--- config.mk ---
export PLATFORM = sky130hd
export DESIGN_NAME = vga_sync_gen
export DESIGN_NICKNAME = d
export VERILOG_FILES = /design/src/rtl/vga_sync_gen.sv
export SDC_FILE = /design/constraint.sdc
export NUM_CORES = 1
export LEC_CHECK = 0
export CORE_ASPECT_RATIO = 1.25
export CORE_UTILIZATION = 41
export CTS_CLUSTER_DIAMETER = 60
export DETAILED_ROUTE_END_ITERATION = 8
export PLACE_DENSITY = 0.74
export RECOVER_POWER = 25
export SLEW_MARGIN = 20
export SYNTH_ARGS = -nofsm -noshare
export SYNTH_HDL_FRONTEND = slang
export SYNTH_SLANG_ARGS = --single-unit
--- constraint.sdc ---
create_clock -name VGA_clk -period 2.2 [get_ports VGA_clk]
set_clock_uncertainty 0.1 [all_clocks]
set_input_delay 0.44 -clock VGA_clk [delete_from_list [all_inputs] [get_ports VGA_clk]]
set_output_delay 0.44 -clock VGA_clk [all_outputs]
set_load 0.02 [all_outputs]
--- src/rtl/vga_sync_gen.sv ---
// VGA pixel timing source: free-running x/y counters, sync decode, and a delay line that
// lines sync/blanking up with the renderer's color so all pins change on the same edge.
module vga_sync_gen #(
  parameter int unsigned H_ACTIVE = 640,
  parameter int unsigned H_FP     = 16,
  parameter int unsigned H_SYNC   = 96,
  parameter int unsigned H_BP     = 48,
  parameter int unsigned V_ACTIVE = 480,
  parameter int unsigned V_FP     = 10,
  parameter int unsigned V_SYNC   = 2,
  parameter int unsigned V_BP     = 33,
  parameter int unsigned PIPE_DLY = 1
) (
  input  logic        VGA_clk,
  input  logic        rst_n,
  input  logic [2:0]  color,
  output logic [9:0]  xCount,
  output logic [9:0]  yCount,
  output logic        frame_start,
  output logic        hsync,
  output logic        vsync,
  output logic [11:0] rgb
);

  localparam int unsigned CW      = 10;
  localparam int unsigned H_TOTAL = H_ACTIVE + H_FP + H_SYNC + H_BP;
  localparam int unsigned V_TOTAL = V_ACTIVE + V_FP + V_SYNC + V_BP;
  localparam int unsigned HS_BEG  = H_ACTIVE + H_FP;
  localparam int unsigned HS_END  = HS_BEG + H_SYNC;
  localparam int unsigned VS_BEG  = V_ACTIVE + V_FP;
  localparam int unsigned VS_END  = VS_BEG + V_SYNC;

  logic [CW-1:0]       x_q, x_d;
  logic [CW-1:0]       y_q, y_d;
  logic                act0, hs0, vs0;
  logic [PIPE_DLY-1:0] act_pipe_q, hs_pipe_q, vs_pipe_q;
  logic                hsync_q, vsync_q;
  logic [11:0]         rgb_q;

  // Raster counters: y advances only when x wraps.
  always_comb begin
    x_d = x_q + CW'(1);
    y_d = y_q;
    if (x_q == CW'(H_TOTAL - 1)) begin
      x_d = '0;
      if (y_q == CW'(V_TOTAL - 1)) begin
        y_d = '0;
      end else begin
        y_d = y_q + CW'(1);
      end
    end
  end

  // Undelayed decode of the current coordinate.
  always_comb begin
    act0 = (x_q < CW'(H_ACTIVE)) && (y_q < CW'(V_ACTIVE));
    hs0  = !((x_q >= CW'(HS_BEG)) && (x_q < CW'(HS_END)));
    vs0  = !((y_q >= CW'(VS_BEG)) && (y_q < CW'(VS_END)));
  end

  always_ff @(posedge VGA_clk) begin
    if (!rst_n) begin
      x_q        <= '0;
      y_q        <= '0;
      act_pipe_q <= '0;
      hs_pipe_q  <= '1;
      vs_pipe_q  <= '1;
      hsync_q    <= 1'b1;
      vsync_q    <= 1'b1;
      rgb_q      <= '0;
    end else begin
      x_q           <= x_d;
      y_q           <= y_d;
      act_pipe_q[0] <= act0;
      hs_pipe_q[0]  <= hs0;
      vs_pipe_q[0]  <= vs0;
      for (int i = 1; i < int'(PIPE_DLY); i++) begin
        act_pipe_q[i] <= act_pipe_q[i-1];
        hs_pipe_q[i]  <= hs_pipe_q[i-1];
        vs_pipe_q[i]  <= vs_pipe_q[i-1];
      end
      // Last delay stage meets the renderer's color for this coordinate here.
      hsync_q <= hs_pipe_q[PIPE_DLY-1];
      vsync_q <= vs_pipe_q[PIPE_DLY-1];
      rgb_q   <= act_pipe_q[PIPE_DLY-1] ? {{4{color[2]}}, {4{color[1]}}, {4{color[0]}}} : 12'h000;
    end
  end

  assign xCount      = x_q;
  assign yCount      = y_q;
  assign frame_start = rst_n && (x_q == '0) && (y_q == '0);
  assign hsync       = hsync_q;
  assign vsync       = vsync_q;
  assign rgb         = rgb_q;

endmodule

Word level (Yosys, flattened, before mapping)
Index checks and enable logic that the tools add are counted.
{ "classes": {"addsub": 2, "magnitude_cmp": 6, "n_eq_ne": 2, "n_mux": 1, "bitwise_logic": 1, "n_reduce_logical": 11} }
{ "op_table": {"columns": ["operator", "n"], "rows": [
  ["adder 10 x 1 -> 10 bit, second input constant", 2],
  ["== test 10 bit, second input constant", 2],
  ["logical NOT 10 bit", 2],
  ["< comparator 10 bit, second input constant", 2],
  ["< comparator 10 x 9 -> 1 bit, second input constant", 2],
  ["greater-or-equal comparator 10 bit, second input constant", 1],
  ["greater-or-equal comparator 10 x 9 -> 1 bit, second input constant", 1],
  ["two-way mux 10 bit", 1],
  ["logical AND 1 bit", 5],
  ["logical NOT 1 bit", 2],
  ["AND reduction 2 bit", 1],
  ["OR reduction 2 bit", 1],
  ["inverter 1 bit", 1]
]} }
{ "totals": {"reg_bits": 34, "inputBits": 5, "output_inout_bits": 35, "wordCells": 31} }

Longest topological paths before layout
{ "logic_depth": {"depth_word": 3, "mapped_depth": 6, "mapped_depth_nobuf": 6} }

Worst setup path after synthesis
OpenSTA, ideal clock, no wires.
{ "synth_timing": {"path_kind": "register to register", "start": "register x_q[0] (netlist: xCount[0])", "end": "register y_q[9] (netlist: yCount[9])", "setup_ns": 0.068, "t_arrival_ns": 2.068, "t_required_ns": 2.032, "path_slack_ns": -0.036, "path_stages_with_launch": 7, "n_path_buf": 1, "period_less_slack_ns": 2.236, "cell_sequence": "dfxtp_1 > ha_1 > nand4_4 > or3_1 > buf_6 > or4_4 > a21oi_2"} }
{ "synth_via": {"elab_chain_cells": 1} }
{ "synth_lines": {"columns": ["item", "line", "rtl"], "rows": [
  ["start: declaration", "33", "logic [CW-1:0] x_q, x_d;"],
  ["start signal: assignment", "63", "x_q <= '0;"],
  ["start signal: assignment", "72", "x_q <= x_d;"],
  ["== test 10 bit", "44", "if (x_q == CW'(H_TOTAL - 1)) begin"],
  ["end signal: assignment", "73", "y_q <= y_d;"],
  ["end: declaration", "34", "logic [CW-1:0] y_q, y_d;"]
]} }
No other way between the ends.
A chain may end at the register's enable or synchronous reset.

Final worst setup path
{ "layout_timing": {"start": "input rst_n", "end": "output frame_start"} }
{ "layout_via": {"elab_chain_cells": 2} }
{ "layout_lines": {"columns": ["item", "line", "rtl"], "rows": [
  ["start: declaration", "15", "input logic rst_n,"],
  ["logical AND 1 bit (2 in a row)", "91", "assign frame_start = rst_n && (x_q == '0) && (y_q == '0);"],
  ["end: declaration", "19", "output logic frame_start,"]
]} }
No other way between the ends.

==> summary.md <==
| Metric | Value |
|---|---|
| CTS tree | `built` |
| Fin cells | `243` |
| Critical hold path startpoint | `vs_pipe_q` |
| Top cells by area, synth | `dfxtp_1, xnor2_1, nor2_1` |
| Commonest non-fill, non-tap cell in the layout | `clkdlybuf4s50_1` |
| Total CTS buffers | `3` |
| Rel. slew slack | `between 70% and 80%` |
| Worst-Skew Late Latency | `about 0.33 ns` |
| # rows | `22` |
| CP Capture Type | `output port` |
| Initial antenna violation count | `0` |
| CP startpoint | `rst_n` |
| Asr flop ratio synth | `0%` |
| Peak supply drop | `about 0.42 mV` |
| Max cap viols | `0` |
| Longest Clk Path Bufs | `2` |
| Vias in the first global route | `1,266` |
| DR DRC count | `0` |
| Chip Height | `roughly 66 µm` |
| Status | `finished clean` |
| HPWL Detailed | `between 2000 and 3000 µm` |
| Min Tclk post-route | `around 2.2 ns` |
| GRT Residual Overflow | `0` |
| Class of the worst hold path | `reg -> reg` |
| Vias per cell | `a little over 5` |
| Synth Warn # | `0` |
| Multi-input gate area | `691 µm²` |
| # H-tree levels | `1` |
| Hold WS | `approximately 0.32 ns` |
| Largest net degree at the start of global routing | `17` |
| Crit Path Class | `in -> out` |
| Leading area contributor after synthesis | `dfxtp_1` |
| LEAKAGE | `around 0.0008 µW` |
| Placed Cells | `239` |
| Tcrit/Tclk final | `98.0%` |
| Post-Route WL | `~3500 µm` |
| PnR Total Power | `roughly 960 µW` |
| DR pass1 iterations | `4` |
| Post-route antenna net violation count | `0` |
| Avg WL per Cell | `about 14 µm` |
| Clock Sinks | `28` |
| P per Cell Area | `roughly 490 nW/µm²` |
| Fmax | `approximately 0.46 GHz` |
| Post-CTS setup buffer count | `0` |
| Netlist cell types | `39` |
| First-pass GRT wire length | `about 5500 µm` |
| Critical Path Fanout Max | `2` |
| Pins over their slew limit | `0` |
| Worst EP arrival | `around 1.6 ns` |
| Total track usage | `a little over a fifth` |
| Yosys top cell area share | `a little over two fifths` |
| Seq/Total Area, Yosys | `a little over two fifths` |
| Hold_buf cts | `0` |
| # diodes | `0` |
| Synthesized instance count | `146` |
| Top_reg_cell synth | `dfxtp_1` |
| Layout area overhead | `49.2%` |
| Reg-to-Reg Start | `xCount[0]` |
| Die area | `roughly 3500 µm²` |
| Synth Area per Inst | `approximately 9.1 µm²` |
| RSZ-0062 raised after global routing | `true` |
| Placeable Area | `3000 µm²` |
| Top-level I/O count | `40` |
| CP required | `1.66 ns` |
| DRT iter0 DRCs | `23` |
| Number of buffers added on ports | `39` |
| FF/Latch Area | `564 µm²` |
| Fraction of layout cells with a size suffix above 1 | `25.1%` |
| Fillers | `257` |
| FF+latch count, synth | `28` |
| Mapped Nets | `approximately 160` |
| Final nets | `roughly 220` |
| Post-synth EDFFs | `0` |
| Mapped cell area | `1330 µm²` |
| Reg clk slew, reported paths | `0.15 ns` |
| Vias | `1,245` |
| Root Driver | `clkbuf_4` |
| CP Launch Type | `input port` |
| Most frequent cells in the layout | `clkdlybuf4s50_1, buf_4, dfxtp_1` |
| Starting Density | `44.2%` |
| Die X | `~53 µm` |
| Final Setup Violations | `0` |
| Hold Vio Cnt, Final | `0` |
| RD Place Congestion | `~0.81` |
| Worst slew pin tran | `approximately 0.36 ns` |
## area by class of cell
| class | instances | share of cell area [%] |
|---|---|---|
| inverter | 7 | 1.33 |
| clock buffer | 3 | 1.14 |
| clock inverter | 1 | 1.52 |
| tap | 36 | 2.28 |
| timing repair buffer | 68 | 30.3 |
| sequential | 28 | 28.5 |
| multi-input combinational | 100 | 34.9 |
## final timing paths
| kind | cells after the start | to | slack [ns] |
|---|---|---|---|
| setup / recovery | 6 | frame_start | 0.04 |
| hold / removal | 1 | vsync | 0.32 |
| setup reg to reg | 6 | yCount[9] | 0.09 |
| hold reg to reg | 1 | vsync | 0.32 |
## per-stage QoR
stage / area (µm²) / worst slack (ns) / TNS (ns) / util, %
4_1_cts: 1960 / 0.0247 / 0 / 65.5
6_report: 1980 / 0.0446 / 0 / 65.9
3_5_place_dp: 1900 / -0.422 / -0.422 / 63.3
5_1_grt: 1980 / -0.0160 / -0.0325 / 65.9
2_1_floorplan: 1330 / 0.00568 / 0 / -
3_3_place_gp: 1900 / -0.471 / -0.471 / 63.3
## sequential cells by signal, summed over array words and instances (netlist names)
signal	count
act_pipe_q	1
xCount	10
rgb	3
yCount	10
hs_pipe_q	1
vsync	1
hsync	1
vs_pipe_q	1
## synth_stat cells (2+ instances only)
library cell and count:
nor2_1 19, nor3_1 3, xnor2_1 10, ha_1 4, nand3_1 7, nand4_1 5
dfxtp_1 28, nor4_1 5, nand2_1 6, nor2b_1 3, and3_1 6, xor2_1 2
nand2b_1 3, inv_1 7, o21ai_0 3, mux2i_1 2, or3_2 2, buf_4 9
and2_1 2
## metal layers
| metal | GRT usage, % | wire, µm | share of wire [%] |
|---|---|---|---|
| met1 | 21.4 | 1440 | 42 |
| met4 | 7.24 | 52 | 1.5 |
| met2 | 41.6 | 1800 | 52 |
| met5 | 0 | 0 | 0 |
| met3 | 3.70 | 173 | 5.0 |
## kinds of logic (layout without fill, tap and decap cells)
family                     count (synthesis)  after routing  synth area share (%)
and+or+nand+nor                           72             72                  31.4
DFF                                       28             28                  42.3
buffers and inverters                     18             79                  8.21
xor gates and xnor gates                  12             12                  7.93
AOI/OAI and AO/OA                         10             10                  4.91
adders and majority gates                  4              4                  3.78
muxes                                      2              2                  1.51
## what timing repair did
action,CTS,global route
setup endpoints to repair,1,2
pin swaps,1,3
resized for setup,10,8
## critical path: stages
cell and delay [ns]:
clkdlybuf4s50_1 0.50, nand2b_1 0.09, nor2_2 0.10, nand4_1 0.12, nor3_2 0.19, buf_4 0.17
## power by group
part           internal [µW]  total, µW  switching (µW)
Clock                    184        336             152
Sequential               516        522            6.11
Combinational           52.9        103            50.4
(Power assumes the default switching activity.)
